===== src/rtl/mux2_rr_arbiter.sv =====
// Round-robin owner of a shared 2:1 mux that grants bounded bursts and registers the selected beat.
// Accepted beat appears on out_data/out_valid 1 cycle later; requesters stall by holding req until granted.
module mux2_rr_arbiter #(
  parameter int DATA_W    = 8,
  parameter int MAX_BURST = 4
) (
  input  logic              clk,
  input  logic              rst_n,
  input  logic              req0,
  input  logic              req1,
  input  logic [DATA_W-1:0] data0,
  input  logic [DATA_W-1:0] data1,
  output logic              gnt0,
  output logic              gnt1,
  output logic              sel,
  output logic [DATA_W-1:0] out_data,
  output logic              out_valid
);

  typedef enum logic [1:0] {
    IDLE = 2'd0,
    G0   = 2'd1,
    G1   = 2'd2
  } state_t;

  localparam logic [3:0] LAST_BEAT = 4'(MAX_BURST - 1);

  state_t              state_q, state_d;
  logic [3:0]          cnt_q, cnt_d;
  logic                last1_q, last1_d;
  logic                gnt0_q, gnt0_d;
  logic                gnt1_q, gnt1_d;
  logic                sel_q, sel_d;
  logic [DATA_W-1:0]   out_data_q, out_data_d;
  logic                out_valid_q, out_valid_d;
  logic                accept;
  logic                entry;
  logic [DATA_W-1:0]   mux_dat;

  // The shared datapath: sel=1 routes in1 (requester 0), sel=0 routes in2 (requester 1).
  assign mux_dat = sel_q ? data0 : data1;
  assign accept  = ((state_q == G0) && req0) || ((state_q == G1) && req1);

  always_comb begin
    state_d     = state_q;
    entry       = 1'b0;
    cnt_d       = cnt_q;
    last1_d     = last1_q;
    sel_d       = sel_q;
    out_data_d  = out_data_q;
    out_valid_d = 1'b0;

    case (state_q)
      IDLE: begin
        // last1_q means requester 1 was served last, so requester 0 wins a tie.
        if (req0 && (!req1 || last1_q)) begin
          state_d = G0;
          entry   = 1'b1;
        end else if (req1) begin
          state_d = G1;
          entry   = 1'b1;
        end
      end
      G0: begin
        if (!req0) begin
          state_d = req1 ? G1 : IDLE;
          entry   = req1;
        end else if (cnt_q == LAST_BEAT) begin
          state_d = req1 ? G1 : G0;
          entry   = 1'b1;
        end
      end
      G1: begin
        if (!req1) begin
          state_d = req0 ? G0 : IDLE;
          entry   = req0;
        end else if (cnt_q == LAST_BEAT) begin
          state_d = req0 ? G0 : G1;
          entry   = 1'b1;
        end
      end
      default: begin
        state_d = IDLE;
      end
    endcase

    // A re-grant to the same owner is still an entry: the burst count restarts.
    if (entry) begin
      cnt_d   = 4'd0;
      last1_d = (state_d == G1);
      sel_d   = (state_d == G0);
    end else if (accept) begin
      cnt_d = 4'(cnt_q + 4'd1);
    end

    if (accept) begin
      out_valid_d = 1'b1;
      out_data_d  = mux_dat;
    end

    gnt0_d = (state_d == G0);
    gnt1_d = (state_d == G1);
  end

  always_ff @(posedge clk or negedge rst_n) begin
    if (!rst_n) begin
      state_q     <= IDLE;
      cnt_q       <= 4'd0;
      last1_q     <= 1'b1;
      gnt0_q      <= 1'b0;
      gnt1_q      <= 1'b0;
      sel_q       <= 1'b1;
      out_data_q  <= '0;
      out_valid_q <= 1'b0;
    end else begin
      state_q     <= state_d;
      cnt_q       <= cnt_d;
      last1_q     <= last1_d;
      gnt0_q      <= gnt0_d;
      gnt1_q      <= gnt1_d;
      sel_q       <= sel_d;
      out_data_q  <= out_data_d;
      out_valid_q <= out_valid_d;
    end
  end

  assign gnt0      = gnt0_q;
  assign gnt1      = gnt1_q;
  assign sel       = sel_q;
  assign out_data  = out_data_q;
  assign out_valid = out_valid_q;

endmodule


===== config.mk =====
export PLATFORM = sky130hd
export DESIGN_NAME = mux2_rr_arbiter
export DESIGN_NICKNAME = d
export VERILOG_FILES = /design/src/rtl/mux2_rr_arbiter.sv
export SDC_FILE = /design/constraint.sdc
export NUM_CORES = 1
export LEC_CHECK = 0
export BUFFER_PORTS_ARGS = -buffer_cell sky130_fd_sc_hd__buf_2
export CAP_MARGIN = 20
export CELL_PAD_IN_SITES_DETAIL_PLACEMENT = 1
export CELL_PAD_IN_SITES_GLOBAL_PLACEMENT = 2
export CORE_MARGIN = 3
export CORE_UTILIZATION = 26
export DETAILED_ROUTE_END_ITERATION = 6
export PLACE_DENSITY = 0.73
export SLEW_MARGIN = 20
export SYNTH_ARGS = -nofsm -noshare
export SYNTH_HDL_FRONTEND = slang
export SYNTH_SLANG_ARGS = --single-unit
export TNS_END_PERCENT = 30

===== constraint.sdc =====
create_clock -name clk -period 1.6 [get_ports clk]
set_input_delay 0.32 -clock clk [delete_from_list [all_inputs] [get_ports clk]]
set_output_delay 0.32 -clock clk [all_outputs]
set_load 0.02 [all_outputs]

==> Yosys cells after proc, flatten, opt, wreduce, memory -nomap -nowiden <==
Index checks and enable logic that the tools add are counted.
{ "word_totals": {"wordCells": 43, "register_bits": 19, "inputBits": 20} }
{ "op_classes": {"n_addsub": 1, "eq_ne": 5, "mux": 21, "n_reduce_logical": 8} }
{ "op_table": {"columns": ["operator", "n"], "rows": [
  ["2-bit 2-to-1 mux", 9],
  ["4-bit 2-to-1 mux", 2],
  ["8-bit 2-to-1 mux", 1],
  ["1-bit 2-to-1 mux", 7],
  ["2-bit case mux with 3 select lines", 1],
  ["4-bit by 1-bit adder with 4-bit output, second input constant", 1],
  ["2-bit by 1-bit == test with 1-bit output, second input constant", 2],
  ["2-bit == test, second input constant", 2],
  ["4-bit by 2-bit == test with 1-bit output, second input constant", 1],
  ["1-bit logical AND", 3],
  ["1-bit case mux with 3 select lines", 1],
  ["2-bit logical NOT", 1],
  ["1-bit logical OR", 2],
  ["2-bit nonzero test", 1],
  ["1-bit logical NOT", 1]
]} }

==> Depth between registers and ports, before layout <==
Gate-level depths: netlist (run 1).
{ "logic_depth": {"ltp_word": 6, "depth_mapped": 7, "mapped_depth_nobuf": 5} }

==> Least setup slack after synthesis (run 1) <==
No wires, ideal clock.
{ "synth_path": {"path_type": "register to register", "start": "register cnt_q[0]", "end": "register sel_q (netlist: sel)", "path_slack_ns": 0.018, "setup_time_ns": 0.075, "arrival_ns": 1.507, "period_less_slack_ns": 1.582, "path_stages_with_launch": 6, "cell_sequence": "dfrtp_1 ha_1 or3b_4 o21ai_2 o211a_1 mux2i_1"} }
{ "synth_via": {"elab_chain_len": 5} }
{ "synth_rtl": {"columns": ["item", "line_no", "source"], "rows": [
  ["from (decl)", "29", "logic [3:0] cnt_q, cnt_d;"],
  ["from (signal assigned)", "117", "cnt_q <= cnt_d;"],
  ["4-bit by 2-bit == test with 1-bit output *", "68, 77", null],
  ["2-bit 2-to-1 mux, on equally long branches", "77, 68", null],
  ["2-bit 2-to-1 mux, on equally long branches", "74, 65", null],
  ["2-bit case mux with 3 select lines", "53", "case (state_q)"],
  ["2-bit by 1-bit == test with 1-bit output", "91", "sel_d = (state_d == G0);"],
  ["to (signal assigned)", "121", "sel_q <= sel_d;"],
  ["to (decl)", "33", "logic sel_q, sel_d;"]
]} }
Mark *: on every way between the ends. The rest lies on a longest branch, timed or not.
A chain may end at the register's enable or synchronous reset.

==> Final worst setup path (run 1) <==
{ "layout_path": {"start": "register cnt_q[1]", "end": "register last1_q"} }
{ "layout_via": {"elab_chain_len": 5} }
{ "layout_rtl": {"columns": ["item", "line_no", "source"], "rows": [
  ["4-bit by 2-bit == test with 1-bit output *", "68, 77", null],
  ["2-bit 2-to-1 mux, on equally long branches", "77, 68", null],
  ["2-bit 2-to-1 mux, on equally long branches", "74, 65", null],
  ["2-bit case mux with 3 select lines", "53", null],
  ["2-bit == test", "90", "last1_d = (state_d == G1);"],
  ["to (signal assigned)", "118", "last1_q <= last1_d;"],
  ["to (decl)", "30", "logic last1_q, last1_d;"]
]} }
Marked as above.

==> flow_summary_export.csv, run 1 <==
group,metric,value,unit
yosys,synthesis.nets,106,
yosys,ys.flop_type,"dfrtp_1",
yosys,ys_warn_count,0,
clock_network,cts_tree,"done",
sta,worstMarginPinSlew,440,ps
detailed_routing,totalWireLength,2.35,mm
yosys,synth_edf_count,0,
grt,antenna_found_initial,0,
critical_path,crit_chain,"ha_2, or3b_4, o21ai_4, buf_6, o211ai_1, a22o_1",
detailed_routing,ant_nets,0,
sta,period_share,104,%
sta,hold_slack,306,ps
clock_network,root_buffer,"clkbuf_4",
detailed_routing,wl_met3,75,µm
detailed_routing,viasPerCell,4.66,
detailed_routing,wl_met2,1.28,mm
sta,rsz0062_at_grt,"true",
place,numPortBuffers,31,
cells_and_area,stdcell_area,0.00126,mm²
hold_path,hold_start,"req1",
detailed_routing,routed-via-count,797,
pwr,p_leak,0.630,nW
yosys,synth-seq-area-share,52.0,%
critical_path,worstSetupPathType,"flop to flop",
clock_network,clkSlewWorstSetupHoldPaths,120,ps
hold_path,whs_path_depth,2,
yosys,syn_area,920,µm²
floorplanning,chipHeight,65.5,µm
cells_and_area,final_cell_mix,"31 x buf_2, 17 x dfrtp_1, 12 x nor2_1",
status,status,"finished with violations",
floorplanning,die_x,65.5,µm
clock_network,clk_latency,300,ps
sta,slew_headroom,70.7,%
flow_run,drv_cap,0,
cells_and_area,area_growth,37.4,%
critical_path,r2r-end,"last1_q",
grt,track_usage,12.1,%
yosys,yosysUniqueCellTypes,32,
floorplanning,coreArea,0.00320,mm²
floorplanning,rows,20,
detailed_routing,routedLengthMet1,949,µm
sta,fin_skew,2.40,ps
floorplanning,dieArea,0.00429,mm²
critical_path,cp-start-kind,"flop",
critical_path,crit_path_max_fanout,4,
clock_network,htree_levels,1,
place,dpl_cell_area,0.00117,mm²
sta,finalHoldViolations,0,
sta,setup_violations,5,
critical_path,cp.required,1840,ps
sta,timing.final.ws_setup,-60.3,ps
critical_path,r2r_slack,-60,ps
critical_path,cp-end-kind,"flop",
detailed_routing,dr.max_layer_used,"met4",
grt,grt_start_max_net_pins,20,
pwr,p_per_area,1350,mW/mm²
cells_and_area,drive_gt1_share,43.3,%
floorplanning,initial_utilization,28.7,%
critical_path,cp_slowest_cell,"or3b_4",
detailed_routing,wl_per_cell,13.8,µm
cells_and_area,n_antenna_cell,0,
yosys,syn_inst,85,
floorplanning,ios,32,
critical_path,cp_top_family,"compound AO/OA/AOI/OAI gates",
grt,grt_pass1_vias,807,
critical_path,worstPathArrival,1900,ps
place,place_hpwl,1.73,mm
grt,grt_first_pass_wirelength,3.84,mm
sta,slew_viol_final,0,
hold_path,min_to,"gnt1",
yosys,ys_seq_elements,19,
detailed_routing,drt_iter0_markers,10,
hold_path,hold_path_class,"input pin to flop",
grt,gr-total-overflow,0,
yosys,synthArstFlopShare,100,%
place,place_congestion,0.734,
clock_network,clockBufferDepth,2,
critical_path,r2r-start,"cnt_q[1]",
detailed_routing,first_pass_iters,2,
cells_and_area,layout_commonest_cell,"buf_2",
detailed_routing,remaining_drc_errors,0,
critical_path,r2r_cells,6,
critical_path,critical_path_buf_inv_count,1,
yosys,synth_area_per_cell,10.8,µm²
sta,timing.final.crit_period,1660,ps
clock_network,cts_made_buffers,3,
status,failed_checks,"setup timing",
sta,fmax,0.602,GHz
critical_path,crit_path_max_incr_delay,420,ps
pwr,ir_worst_vdd,0.394,mV
cells_and_area,nets,149,
clock_network,cts_sinks,19,
-- worst register-to-register path, delay by kind of cell (launching register included) --
| kind | cells | cell delay, ps |
|---|---|---|
| AO/OA/AOI/OAI | 3 | 500 |
| AND/OR/NAND/NOR | 1 | 420 |
| flip-flops | 1 | 380 |
| adder cells (fa/ha/maj) | 1 | 190 |
| buffers and inverters | 1 | 120 |
-- area by class of cell --
type	count	area (µm²)
multi-input cells	59	435
fillers	390	1940
flip-flops and latches	19	478
clock buffers	3	22.5
well taps	44	55.1
repair buffers	42	256
clock inverters	1	5.00
inverters	3	11.3
-- power breakdown --
| part | total [W] | switching (W) | internal [W] |
|---|---|---|---|
| clock network | 0.000253 | 0.000160 | 0.0000932 |
| registers | 0.000757 | 0.000121 | 0.000635 |
| logic | 0.000700 | 0.000382 | 0.000318 |
-- registers in the layout, indices dropped and copies added (netlist names) --
signal and flops:
state_q 2, gnt0 1, out_valid 1, cnt_q 4, last1_q 1, gnt1 1, out_data 8, sel 1
-- kinds of logic after synthesis --
logic type / count (synthesis) / share of synthesized area (%)
AO/OA/AOI/OAI: 20 / 15.2
XOR/XNOR: 2 / 1.91
adder cells (fa/ha/maj): 1 / 1.36
buffers and inverters: 7 / 3.95
flip-flops: 19 / 52.0
multiplexers: 10 / 10.9
AND/OR/NAND/NOR: 26 / 14.7
-- routing by layer --
metal,up-vias,GRT usage [%]
met2,15,22.1
met3,4,2.22
met4,0,5.44
met5,-,0
li1,389,-
met1,389,13.4
-- how the worst max path moves through the flow --
stage	startpoint	end	slack, ps	cells past startpoint
2_1_floorplan	cnt_q[0]	sel	20	5
3_3_place_gp	cnt_q[0]	sel	10	5
3_5_place_dp	cnt_q[0]	sel	-50	5
4_1_cts	cnt_q[0]	last1_q	-30	6
5_1_grt	cnt_q[0]	sel	-150	5
6_report	cnt_q[1]	last1_q	-60	6
-- stage by stage --
step / total power [W] / std cells / setup slack (ps) / setup TNS [ps] / utilization, %
after floorplan: 0.00117 / 85 / 17.8 / 0 / -
after global placement: 0.00141 / 163 / 11.3 / 0 / 36.5
after detailed placement: 0.00144 / 163 / -49.0 / -49.9 / 36.5
after CTS: 0.00171 / 169 / -30.5 / -30.5 / 38.6
after global routing: 0.00186 / 171 / -153 / -743 / 39.5
final: 0.00171 / 171 / -60.3 / -194 / 39.5
-- synthesized netlist by cell type (2+ instances only) --
library cell | number | area share (%)
dfrtp_1 | 17 | 46
nor2_1 | 12 | 4.9
mux2i_1 | 10 | 11
a21oi_1 | 9 | 4.9
inv_1 | 3 | 1.2
and3_1 | 2 | 1.4
and3b_1 | 2 | 1.9
buf_2 | 2 | 1.1
dfstp_2 | 2 | 5.7
nand2_1 | 2 | 0.82
nor3_1 | 2 | 1.1
o21ai_0 | 2 | 1.1
-- what timing repair did --
item                       in CTS  in global routing
hold endpoints to repair       17                  0
setup endpoints to repair       5                  6
pin swaps                       0                  5
setup buffers                   1                  2
gates cloned                    0                  0
hold buffers                    1                  0
gates resized for setup         3                  3
No activity file was read; power rests on OpenSTA's default activity.
==> inputs of run 2 (changes only) <==
--- a/config.mk
+++ b/config.mk
@@ -5,14 +5,16 @@
 export SDC_FILE = /design/constraint.sdc
 export NUM_CORES = 1
 export LEC_CHECK = 0
+export ABC_AREA = 1
 export BUFFER_PORTS_ARGS = -buffer_cell sky130_fd_sc_hd__buf_2
 export CAP_MARGIN = 20
 export CELL_PAD_IN_SITES_DETAIL_PLACEMENT = 1
 export CELL_PAD_IN_SITES_GLOBAL_PLACEMENT = 2
 export CORE_MARGIN = 3
-export CORE_UTILIZATION = 26
+export CORE_UTILIZATION = 25
 export DETAILED_ROUTE_END_ITERATION = 6
-export PLACE_DENSITY = 0.73
+export MAX_ROUTING_LAYER = met4
+export PLACE_DENSITY = 0.75
 export SLEW_MARGIN = 20
 export SYNTH_ARGS = -nofsm -noshare
 export SYNTH_HDL_FRONTEND = slang
==> run 2 against run 1 <==
Net effect:
- the flow now finishes without violations
- global-route usage grew 0.20 points
- critical path depth unchanged
- clock power up 32%
- clock skew shrank 0.54 ps
- hold slack better by 41 ps
- sequential power grew 2.8%
- flip-flop and latch count did not move
- critical endpoint is now cnt_q[1]
- largest power group is now combinational cells
==> flow_summary_export.csv, run 2 <==
group,metric,value,unit
pwr,ir_worst_vdd,0.668,mV
grt,gr-total-overflow,0,
critical_path,crit_path_max_fanout,6,
critical_path,r2r_cells,6,
yosys,synth_top_area_share,44.5,%
clock_network,cts_sinks,19,
critical_path,r2r_slack,180,ps
critical_path,worstPathArrival,1610,ps
pwr,p_per_area,1720,mW/mm²
yosys,synthesis.nets,133,
cells_and_area,drive_gt1_share,31.3,%
yosys,ys.flop_type,"dfrtp_1",
clock_network,cts_made_buffers,3,
detailed_routing,remaining_drc_errors,0,
status,status,"complete, no violations",
floorplanning,rows,21,
clock_network,cts_tree,"done",
yosys,yosysUniqueCellTypes,20,
sta,timing.final.crit_period,1420,ps
yosys,yosys.area.top_type,"dfrtp_1",
sta,fin_skew,1.86,ps
yosys,synthSimpleGateAreaFrac,26.6,%
sta,worstMarginPinSlew,417,ps
yosys,synth-xor-area-share,0.916,%
detailed_routing,first_pass_iters,4,
floorplanning,die_x,67.8,µm
floorplanning,chipHeight,67.8,µm
hold_path,hold_path_class,"input pin to flop",
sta,period_share,88.8,%
place,place_congestion,0.831,
critical_path,worstSetupPathType,"flop to flop",
clock_network,clkSlewWorstSetupHoldPaths,70,ps
detailed_routing,ant_nets,0,
floorplanning,dieArea,0.00460,mm²
grt,grt_start_max_net_pins,21,
yosys,yosysMostFrequentCell,"nand2_1",
detailed_routing,viasPerCell,4.40,
yosys,syn_area,956,µm²
grt,track_usage,12.3,%
floorplanning,initial_utilization,27.4,%
yosys,synth.area.mux_share,8.38,%
detailed_routing,wl_per_cell,12.1,µm
clock_network,root_buffer,"clkbuf_8",
detailed_routing,totalWireLength,2.34,mm
sta,fin_setup_tns,0,ps
cells_and_area,stdcell_area,0.00123,mm²
sta,rsz0062_at_grt,"false",
critical_path,cp-end-kind,"flop",
place,dpl_cell_area,0.00117,mm²
sta,finalHoldViolations,0,
yosys,yosys.area_share.adder,1.31,%
grt,grt_pass1_vias,879,
clock_network,htree_levels,1,
sta,setup_violations,0,
flow_run,drv_cap,0,
floorplanning,coreArea,0.00349,mm²
place,numPortBuffers,31,
yosys,ys_warn_count,0,
detailed_routing,routed-via-count,850,
clock_network,clk_latency,260,ps
detailed_routing,drt_iter0_markers,25,
cells_and_area,n_antenna_cell,0,
sta,slew_headroom,72.2,%
yosys,synth_top_family_by_area,"simple AND/OR/NAND/NOR gates",
sta,slew_viol_final,0,
grt,grt_first_pass_wirelength,4.08,mm
yosys,synth_edf_count,0,
yosys,synthArstFlopShare,100,%
cells_and_area,largest_reg_flops,8,
grt,antenna_found_initial,0,
yosys,synth-compound-area-share,7.20,%
yosys,synth-seq-area-share,50.0,%
yosys,syn_inst,112,
hold_path,whs_path_depth,3,
cells_and_area,nets,169,
critical_path,cp.required,1790,ps
yosys,synthTopCellsByCount,"32 x nand2_1, 17 x dfrtp_1, 14 x nor2_1",
yosys,synth_area_per_cell,8.53,µm²
cells_and_area,final_cell_mix,"31 x nand2_1, 31 x buf_2, 17 x dfrtp_1",
sta,fmax,0.703,GHz
clock_network,clockBufferDepth,2,
place,place_hpwl,1.85,mm
critical_path,cp-start-kind,"flop",
floorplanning,ios,32,
yosys,ys_seq_elements,19,
pwr,p_leak,0.625,nW
yosys,yosys-top-cells-area,"dfrtp_1 45%, nand2_1 13%, mux2i_1 8.4%, dfstp_2 5.5%, nor2_1 5.5%",
cells_and_area,area_growth,28.8,%
## run 2: what timing repair did
action / 4_1_cts / 5_1_grt
endpoints found under the hold margin: 13 / 0
gates resized for setup: 0 / 1
buffers inserted: 0 / 0
setup endpoints to repair: 0 / 4
hold buffers: 1 / 0
## run 2: metal layers
layer / track usage, % / routed length, µm
met1: 13.6 / 1040
met2: 20.7 / 1120
met3: 3.45 / 131
met4: 5.21 / 43
met5: - / 0
## run 2: per-stage QoR
step,setup slack (ps),power [W],utilization [%],hold WS [ps],cells
2_1_floorplan,333,0.00148,-,24.4,112
6_report,178,0.00212,35.2,347,193
3_3_place_gp,207,0.00180,33.5,280,188
5_1_grt,26.0,0.00231,35.2,375,193
3_5_place_dp,158,0.00181,33.5,283,188
4_1_cts,135,0.00216,35.2,347,193
## run 2: worst max-delay path, cell delays in order (launching register included)
cell and delay [ps]:
dfrtp_1 430, ha_1 280, nand2_2 110, nand3_1 90
nand2_1 130, nand3_2 150, a21oi_1 150
## run 2: final cells by class
cell class | count | area, µm²
sequential | 19 | 478
clock buffer | 3 | 41.3
tap | 46 | 57.6
multi-input combinational | 82 | 427
inverter | 8 | 30.0
timing repair buffer | 34 | 193
clock inverter | 1 | 5.00
fill | 422 | 2260
## run 2: kinds of logic (layout without fill, tap and decap cells)
group | count (synthesis) | after routing
xor gates and xnor gates | 1 | 1
and+or+nand+nor | 59 | 59
adders and majority gates | 1 | 1
buffers and inverters | 11 | 46
muxes | 8 | 8
AOI/OAI and AO/OA | 13 | 13
DFF | 19 | 19
## run 2: path summary, 6_finish.rpt
path,from,end
max in group asynchronous,rst_n,last1_q
max,cnt_q[0],cnt_q[1]
min reg2reg,out_data[6],out_data[6]
min in group asynchronous,rst_n,out_data[4]
max reg2reg,cnt_q[0],cnt_q[1]
min,data1[6],out_data[6]
## run 2: power breakdown
| part | leakage [nW] | switching (W) | total [W] | internal (W) |
|---|---|---|---|---|
| Combinational | 0.369 | 0.000633 | 0.00101 | 0.000373 |
| Clock | 0.0255 | 0.000160 | 0.000333 | 0.000173 |
| Sequential | 0.231 | 0.000101 | 0.000778 | 0.000678 |
